## src/rtl/connect4_turn_controller.sv

```systemverilog
// -----------------------------------------------------------------------------
// connect4_turn_controller
//
// Turn sequencer for a 4x4 Connect4 board. One column-select strobe per turn
// is accepted from the button front end. The controller tracks the fill
// height of each column and issues a single-cycle board-cell write tagged with
// the mover. It then checks the mover's pieces for four in a line or a full
// board, and either ends the game or hands the turn to the other player.
//
// Parameters:
//   FIRST_PLAYER     player who moves first after reset or new_game
//   NO_CELL          cell_pos value while no write is in progress
//
// Ports:
//   clk              system clock, all state on rising edge
//   reset            synchronous active-high clear of all state
//   new_game         synchronous restart, lower priority than reset
//   move_valid       move request strobe, only looked at while move_ready=1
//   selected_column  active-low one-hot column select (1110 = col0)
//   move_ready       high while waiting for a move
//   cell_we          one-cycle board write strobe
//   cell_pos         written cell index row*4+col, NO_CELL when idle
//   cell_player      owner of the written cell
//   current_player   player whose turn it is
//   move_reject      one-cycle pulse after an illegal move request
//   game_over        high once the game is won or drawn
//   winner           00 none, 01 player0, 10 player1, 11 draw
// -----------------------------------------------------------------------------
module connect4_turn_controller #(
    parameter logic       FIRST_PLAYER = 1'b0,
    parameter logic [4:0] NO_CELL      = 5'd31
) (
    input  logic       clk,
    input  logic       reset,
    input  logic       new_game,
    input  logic       move_valid,
    input  logic [3:0] selected_column,
    output logic       move_ready,
    output logic       cell_we,
    output logic [4:0] cell_pos,
    output logic       cell_player,
    output logic       current_player,
    output logic       move_reject,
    output logic       game_over,
    output logic [1:0] winner
);

    localparam logic [2:0] IDLE  = 3'd0;
    localparam logic [2:0] PLACE = 3'd1;
    localparam logic [2:0] CHECK = 3'd2;
    localparam logic [2:0] WIN   = 3'd3;
    localparam logic [2:0] DRAW  = 3'd4;

    logic [2:0]       state_q, state_d;
    logic [3:0][2:0]  height_q, height_d;
    logic [15:0]      mask0_q, mask0_d;
    logic [15:0]      mask1_q, mask1_d;
    logic [4:0]       count_q, count_d;
    logic             player_q, player_d;
    logic [1:0]       row_q, row_d;
    logic [1:0]       col_q, col_d;
    logic             reject_q, reject_d;
    logic [1:0]       winner_q, winner_d;

    logic             col_ok;
    logic [1:0]       col_sel;
    logic             legal;
    logic [15:0]      cur_mask;

    // True when any of the ten winning lines is fully owned.
    function automatic logic has_line(input logic [15:0] m);
        logic hit;
        hit = 1'b0;
        for (int i = 0; i < 4; i++) begin
            if (m[i*4 +: 4] == 4'hf) hit = 1'b1;
            if (m[i] && m[i+4] && m[i+8] && m[i+12]) hit = 1'b1;
        end
        if (m[0] && m[5] && m[10] && m[15]) hit = 1'b1;
        if (m[3] && m[6] && m[9]  && m[12]) hit = 1'b1;
        return hit;
    endfunction

    // Column decode; anything other than a single low bit is illegal.
    always_comb begin
        col_ok  = 1'b1;
        col_sel = 2'd0;
        case (selected_column)
            4'b1110: col_sel = 2'd0;
            4'b1101: col_sel = 2'd1;
            4'b1011: col_sel = 2'd2;
            4'b0111: col_sel = 2'd3;
            default: col_ok  = 1'b0;
        endcase
    end

    assign legal    = col_ok && (height_q[col_sel] < 3'd4);
    assign cur_mask = player_q ? mask1_q : mask0_q;

    always_comb begin
        state_d  = state_q;
        height_d = height_q;
        mask0_d  = mask0_q;
        mask1_d  = mask1_q;
        count_d  = count_q;
        player_d = player_q;
        row_d    = row_q;
        col_d    = col_q;
        reject_d = 1'b0;
        winner_d = winner_q;

        case (state_q)
            IDLE: begin
                if (move_valid) begin
                    if (legal) begin
                        row_d   = height_q[col_sel][1:0];
                        col_d   = col_sel;
                        state_d = PLACE;
                    end else begin
                        reject_d = 1'b1;
                    end
                end
            end
            PLACE: begin
                if (player_q) mask1_d[{row_q, col_q}] = 1'b1;
                else          mask0_d[{row_q, col_q}] = 1'b1;
                // Saturate rather than wrap; legality already keeps it below 4.
                if (height_q[col_q] != 3'd4) height_d[col_q] = height_q[col_q] + 3'd1;
                count_d = count_q + 5'd1;
                state_d = CHECK;
            end
            CHECK: begin
                if (has_line(cur_mask)) begin
                    state_d  = WIN;
                    winner_d = player_q ? 2'b10 : 2'b01;
                end else if (count_q == 5'd16) begin
                    state_d  = DRAW;
                    winner_d = 2'b11;
                end else begin
                    player_d = ~player_q;
                    state_d  = IDLE;
                end
            end
            WIN, DRAW: state_d = state_q;
            default:   state_d = IDLE;
        endcase
    end

    always_ff @(posedge clk) begin
        if (reset || new_game) begin
            state_q  <= IDLE;
            height_q <= '0;
            mask0_q  <= '0;
            mask1_q  <= '0;
            count_q  <= '0;
            player_q <= FIRST_PLAYER;
            row_q    <= '0;
            col_q    <= '0;
            reject_q <= 1'b0;
            winner_q <= 2'b00;
        end else begin
            state_q  <= state_d;
            height_q <= height_d;
            mask0_q  <= mask0_d;
            mask1_q  <= mask1_d;
            count_q  <= count_d;
            player_q <= player_d;
            row_q    <= row_d;
            col_q    <= col_d;
            reject_q <= reject_d;
            winner_q <= winner_d;
        end
    end

    assign move_ready     = (state_q == IDLE);
    assign cell_we        = (state_q == PLACE);
    assign cell_pos       = cell_we ? {1'b0, row_q, col_q} : NO_CELL;
    assign cell_player    = player_q;
    assign current_player = player_q;
    assign move_reject    = reject_q;
    assign game_over      = (state_q == WIN) || (state_q == DRAW);
    assign winner         = winner_q;

endmodule
```

## config.mk

```make
export PLATFORM = sky130hd
export DESIGN_NAME = connect4_turn_controller
export DESIGN_NICKNAME = d
export VERILOG_FILES = /design/src/rtl/connect4_turn_controller.sv
export SDC_FILE = /design/constraint.sdc
export NUM_CORES = 1
export LEC_CHECK = 0
export ABC_CLOCK_PERIOD_IN_PS = 3100
export CORE_ASPECT_RATIO = 1.5
export CORE_MARGIN = 2
export CORE_UTILIZATION = 45
export CTS_BUF_LIST = sky130_fd_sc_hd__clkbuf_16
export DETAILED_ROUTE_END_ITERATION = 10
export HOLD_SLACK_MARGIN = 0.08
export PLACE_DENSITY = 0.66
export SLEW_MARGIN = 20
export SYNTH_ARGS = -nofsm -noshare
export SYNTH_HDL_FRONTEND = slang
export SYNTH_SLANG_ARGS = --single-unit
export TNS_END_PERCENT = 1
```

## constraint.sdc

```tcl
create_clock -name clk -period 3.1 [get_ports clk]
set_input_delay 0.775 -clock clk [delete_from_list [all_inputs] [get_ports clk]]
set_output_delay 0.775 -clock clk [all_outputs]
set_load 0.03 [all_outputs]
```

# --- Word level (Yosys, flattened, before mapping) ---
# Index checks and enable logic that the tools add are counted.
word_totals:
  regBits: 60
  word_cells: 113
  inputBits: 8
classes:
  muxes: 33
  n_addsub: 2
  n_reduce_logical: 35
  order_cmp: 6
  n_bitwise: 8
  n_eq_ne: 16
ops:
  columns: ["operator", "count"]
  rows:
  - ["16-bit bitwise OR", 2]
  - ["4-bit equality test, second input constant", 7]
  - ["1-bit logical AND", 21]
  - ["3-bit two-way mux", 7]
  - ["16-bit two-way mux", 1]
  - ["1-bit two-way mux", 14]
  - ["3-bit binary-select mux with 2-bit select", 2]
  - ["12-bit bitwise mux", 1]
  - ["3-bit one-hot mux with 4 select lines", 1]
  - ["3-bit AND reduction", 3]
  - ["2-bit AND reduction", 4]
  - ["3-bit demux with 2-bit select", 1]
  - ["3-bit by 2-bit equality test with 1-bit output, second input constant", 2]
  - ["2-bit by 3-bit < comparator with 1-bit output, second input constant", 2]
  - ["2-bit two-way mux", 3]
  - ["1-bit inverter", 6]
  - ["2-bit one-hot mux with 3 select lines", 1]
  - ["5-bit by 1-bit adder with 5-bit output, second input constant", 1]
  - ["5-bit equality test, second input constant", 1]
  - ["4-bit by 5-bit < comparator with 1-bit output, second input constant", 1]
  - ["5-bit two-way mux", 1]
  - ["1-bit demux with 4-bit select", 1]
  - ["4-bit by 3-bit equality test with 1-bit output, second input constant", 1]
  - ["4-bit by 1-bit >= comparator with 1-bit output, second input constant", 1]
  - ["other kinds (14)", 15]

# --- Logic depth before layout (Yosys ltp) ---
logic_depth:
  ltp_word: 16
  mapped_depth: 9
  mapped_depth_nobuf: 8

# --- Worst setup path before layout ---
# OpenSTA, ideal clock, no wires.
synth_path:
  path_type: "reg-to-output"
  startpoint: "register state_q[2]"
  endpoint: "output cell_pos[0]"
  required_ns: 2.325
  slack_ns: 0.569
  arrival_time_ns: 1.756
  path_stages_with_launch: 6
  cell_sequence: "dfxtp_1 nor2_1 nand2_1 inv_1 clkbuf_1 nand2b_1"
synth_via:
  elab_chain_cells: 2
synth_rtl:
  columns: ["element", "line_no", "text"]
  rows:
  - ["start: declaration", "54", "logic [2:0] state_q, state_d;"]
  - ["start signal: assignment", "161", "state_q <= state_d;"]
  - ["3-bit by 1-bit equality test with 1-bit output", "175", "assign cell_we = (state_q == PLACE);"]
  - ["via cell_we", "39", "output logic cell_we,"]
  - ["5-bit two-way mux", "176", "assign cell_pos = cell_we ? {1'b0, row_q, col_q} : NO_CELL;"]
  - ["end: declaration", "40", "output logic [4:0] cell_pos,"]
# The timed path passes the listed nets, and every way through them passes these cells.

# --- Worst setup path in the final report ---
layout_path:
  startpoint: "register state_q[0]"
  endpoint: "output cell_we"
layout_via:
  elab_chain_cells: 1
layout_rtl:
  columns: ["element", "line_no"]
  rows:
  - ["3-bit by 1-bit equality test with 1-bit output", "175"]
  - ["end: declaration", "39"]
# Every way passes these cells.

==> metrics.cfg <==
[global_route]
grt_pass1_vias=2137
grt_pass1_wl_mm=10.2
grt_usage_pct=20.4
grt_max_degree=45
grt_remaining_overflow=0
antenna_found_initial=0

[floorplanning]
io_pins=21
die_h_um=99.5
die_w_um=67.7
initial_core_util_pct=47.0
rows=34
core-area_sq_um=5830
dieArea_sq_um=6740

[finish]
layout-drive-gt1-share_pct=9.23
fin_nets=343
antenna_cells=0
final_cells=408
area_delta_synth_final_pct=19.2

[cts]
clk_pin_slew_ns=0.05
htreeDepth=3
ctsResizeCount=0
cts_root_buf=clkbuf_16
cts_sinks=60
hold_buffers=0
clk_latency_ns=0.33
cts_tree=done
cts_setup_buffers=0
clock_path_buffers=2
cts-buffers-inserted=9

[placement]
io_buffers=20
hpwl_mm=4.49
placed_cells=392
post-place-ws_ns=0.383
routabilityCongestion=0.801

[worst_hold_path]
worstHoldStart=winner[0]
worstHoldPathType=reg2reg

[drt]
vias=2320
drc=0
drt_iter0_drc=103
antenna_left=0
drt_first_pass_iters=4
wire_per_inst_um=15.7
totalWireLength_mm=6.42
via_per_inst=5.69

[logic_synthesis]
syn_nets=328
ys_seq_elements=60
synth.largest_area_cell=dfxtp_1
async_flop_share_pct=0
synth_cell_types=46
synth_seq_area_share_pct=43.9
ys.flop_type=dfxtp_1
synth_top_area_share_pct=43.9
syn_avg_cell_area_sq_um=8.66
synthTopCellsByArea=dfxtp_1 (44%), nor2_1 (9.0%), a21oi_1 (6.2%)
syn_inst=316
yosys_warnings=0
synth-edff-count=0
synth_area_sq_um=2740

[setup_path]
cp.buffers_inverters=2
critical_path_class=reg2out
crit_required_ns=2.32
setup.worst_path.start_class=register
crit_path_end_kind=output port
rr_startpoint=col_q[0]
path_max_fanout=12
crit_chain=nand2_1 -> inv_1 -> clkdlybuf4s50_1
arrival_ns=2.17
slowest_delay_ns=0.75
crit_path_start=state_q[0]
critPathTopFamily=buffers and inverters
slowest_stage=clkdlybuf4s50_1

[timing]
final_max_slew_viol_count=0
rsz0062_at_grt=false
setup_violations=0
finalHoldViolCount=0
slew_headroom_pct=44.6
period_share_pct=95.0
final.setup.tns_ns=0
fin_skew_ns=0.00450
fmax_mhz=340
fin_ws_ns=0.155
worst_pin_slew_ns=0.831
fin_crit_ns=2.94

[power_and_ir_drop]
power_density_nw_per_um2=573
p_sw_share_pct=20.2
share_comb_of_total_power_pct=3.4
clkPwrFrac_pct=55.0
vdd_ir_drop_max_mv=0.327
p_total_uw=1870
p_int_uw=1490
seqPwrFrac_pct=41.6
p_sw_uw=377
p_leak_uw=0.00110

[flow_run]
max_cap_viol_count=0

[run_status]
status=complete, no violations

registers in the layout, indices dropped and copies added (netlist names):
name,flops
mask1_q,16
row_q,2
count_q,5
mask0_q,16
cell_player,1
move_reject,1
col_q,2
height_q,12
winner,2
state_q,3
cells in the mapped netlist (6+ instances only):
cell type	number
xor2_1	6
nand2b_1	9
a21oi_1	34
nor3_1	10
mux2i_1	12
nand3_1	8
nor2_1	66
nand2_1	15
dfxtp_1	60
nand4_1	13
clkbuf_1	13
inv_1	11
routing by layer:
layer	routed length [um]	share of wire (%)	GRT usage, %	up-vias
met5	0	0	0	-
met4	236	3.7	12.4	0
met3	239	3.7	5.20	23
met2	3200	50	34.6	57
met1	2740	43	22.0	1101
li1	-	-	-	1139
cell families (layout without fill, tap and decap cells):
group / after synthesis / count (layout) / synth area share [%]
xor gates and xnor gates: 11 / 11 / 3.52
AOI/OAI and AO/OA: 53 / 53 / 12.2
and+or+nand+nor: 141 / 141 / 25.0
buffers and inverters: 29 / 49 / 4.71
adders and majority gates: 4 / 4 / 1.83
muxes: 18 / 18 / 8.91
DFF: 60 / 60 / 43.9
path summary, 6_finish.rpt:
path | slack [ns] | endpoint | depth (start not counted)
worst min-delay path | 0.47 | winner[0] | 2
worst max-delay path | 0.16 | cell_we | 3
worst min register to register | 0.47 | winner[0] | 2
worst max register to register | 0.86 | height_q[4] | 6
area by class of cell:
cell class | count | area (sq um)
Fill cell | 540 | 2560
Clock buffer | 9 | 225
Timing Repair Buffer | 22 | 215
Inverter | 11 | 41.3
Tap cell | 72 | 90.1
Sequential cell | 60 | 1200
Clock inverter | 7 | 82.6
Multi-Input combinational cell | 227 | 1410
per-stage QoR:
step                      util [%]  hold slack, ns  cell area (sq um)
final                         56.0           0.468               3260
after global routing          56.0           0.501               3260
after CTS                     56.0           0.473               3260
after detailed placement      50.7           0.463               2960
after global placement        50.7           0.452               2960
after floorplan                  -           0.438               2740
worst register-to-register path, cell delays in order, from the launching register on:
cell	delay (ns)
dfxtp_1	0.62
mux4_2	0.60
nand2_1	0.08
nand2_1	0.13
nor2_1	0.38
mux2i_1	0.24
nor2_1	0.05
cells in the final DEF (no fill, tap or decap), types with 3 or more instances in the layout:
cell type        instances
a21oi_1                 34
nand4b_1                 3
xnor2_1                  5
nand2b_1                 9
dfxtp_1                 60
mux4_2                   5
clkinv_2                 3
mux2i_1                 12
nor3_1                  10
ha_1                     4
xor2_1                   6
inv_1                   12
nand3_1                  8
nand2_1                 15
o21ai_0                  3
clkbuf_16                9
nand4_1                 13
nor2_1                  66
clkdlybuf4s50_1         20
power groups by stage:
stage	registers (uW)	clock network, uW	logic [uW]
global placement	792	0	63.5
detailed placement	792	0	64.0
global route	776	1070	68.8
floorplan	792	0	40.0
finish	776	1030	63.8
CTS	776	1040	64.3
Power figures use the tool's default switching activity.
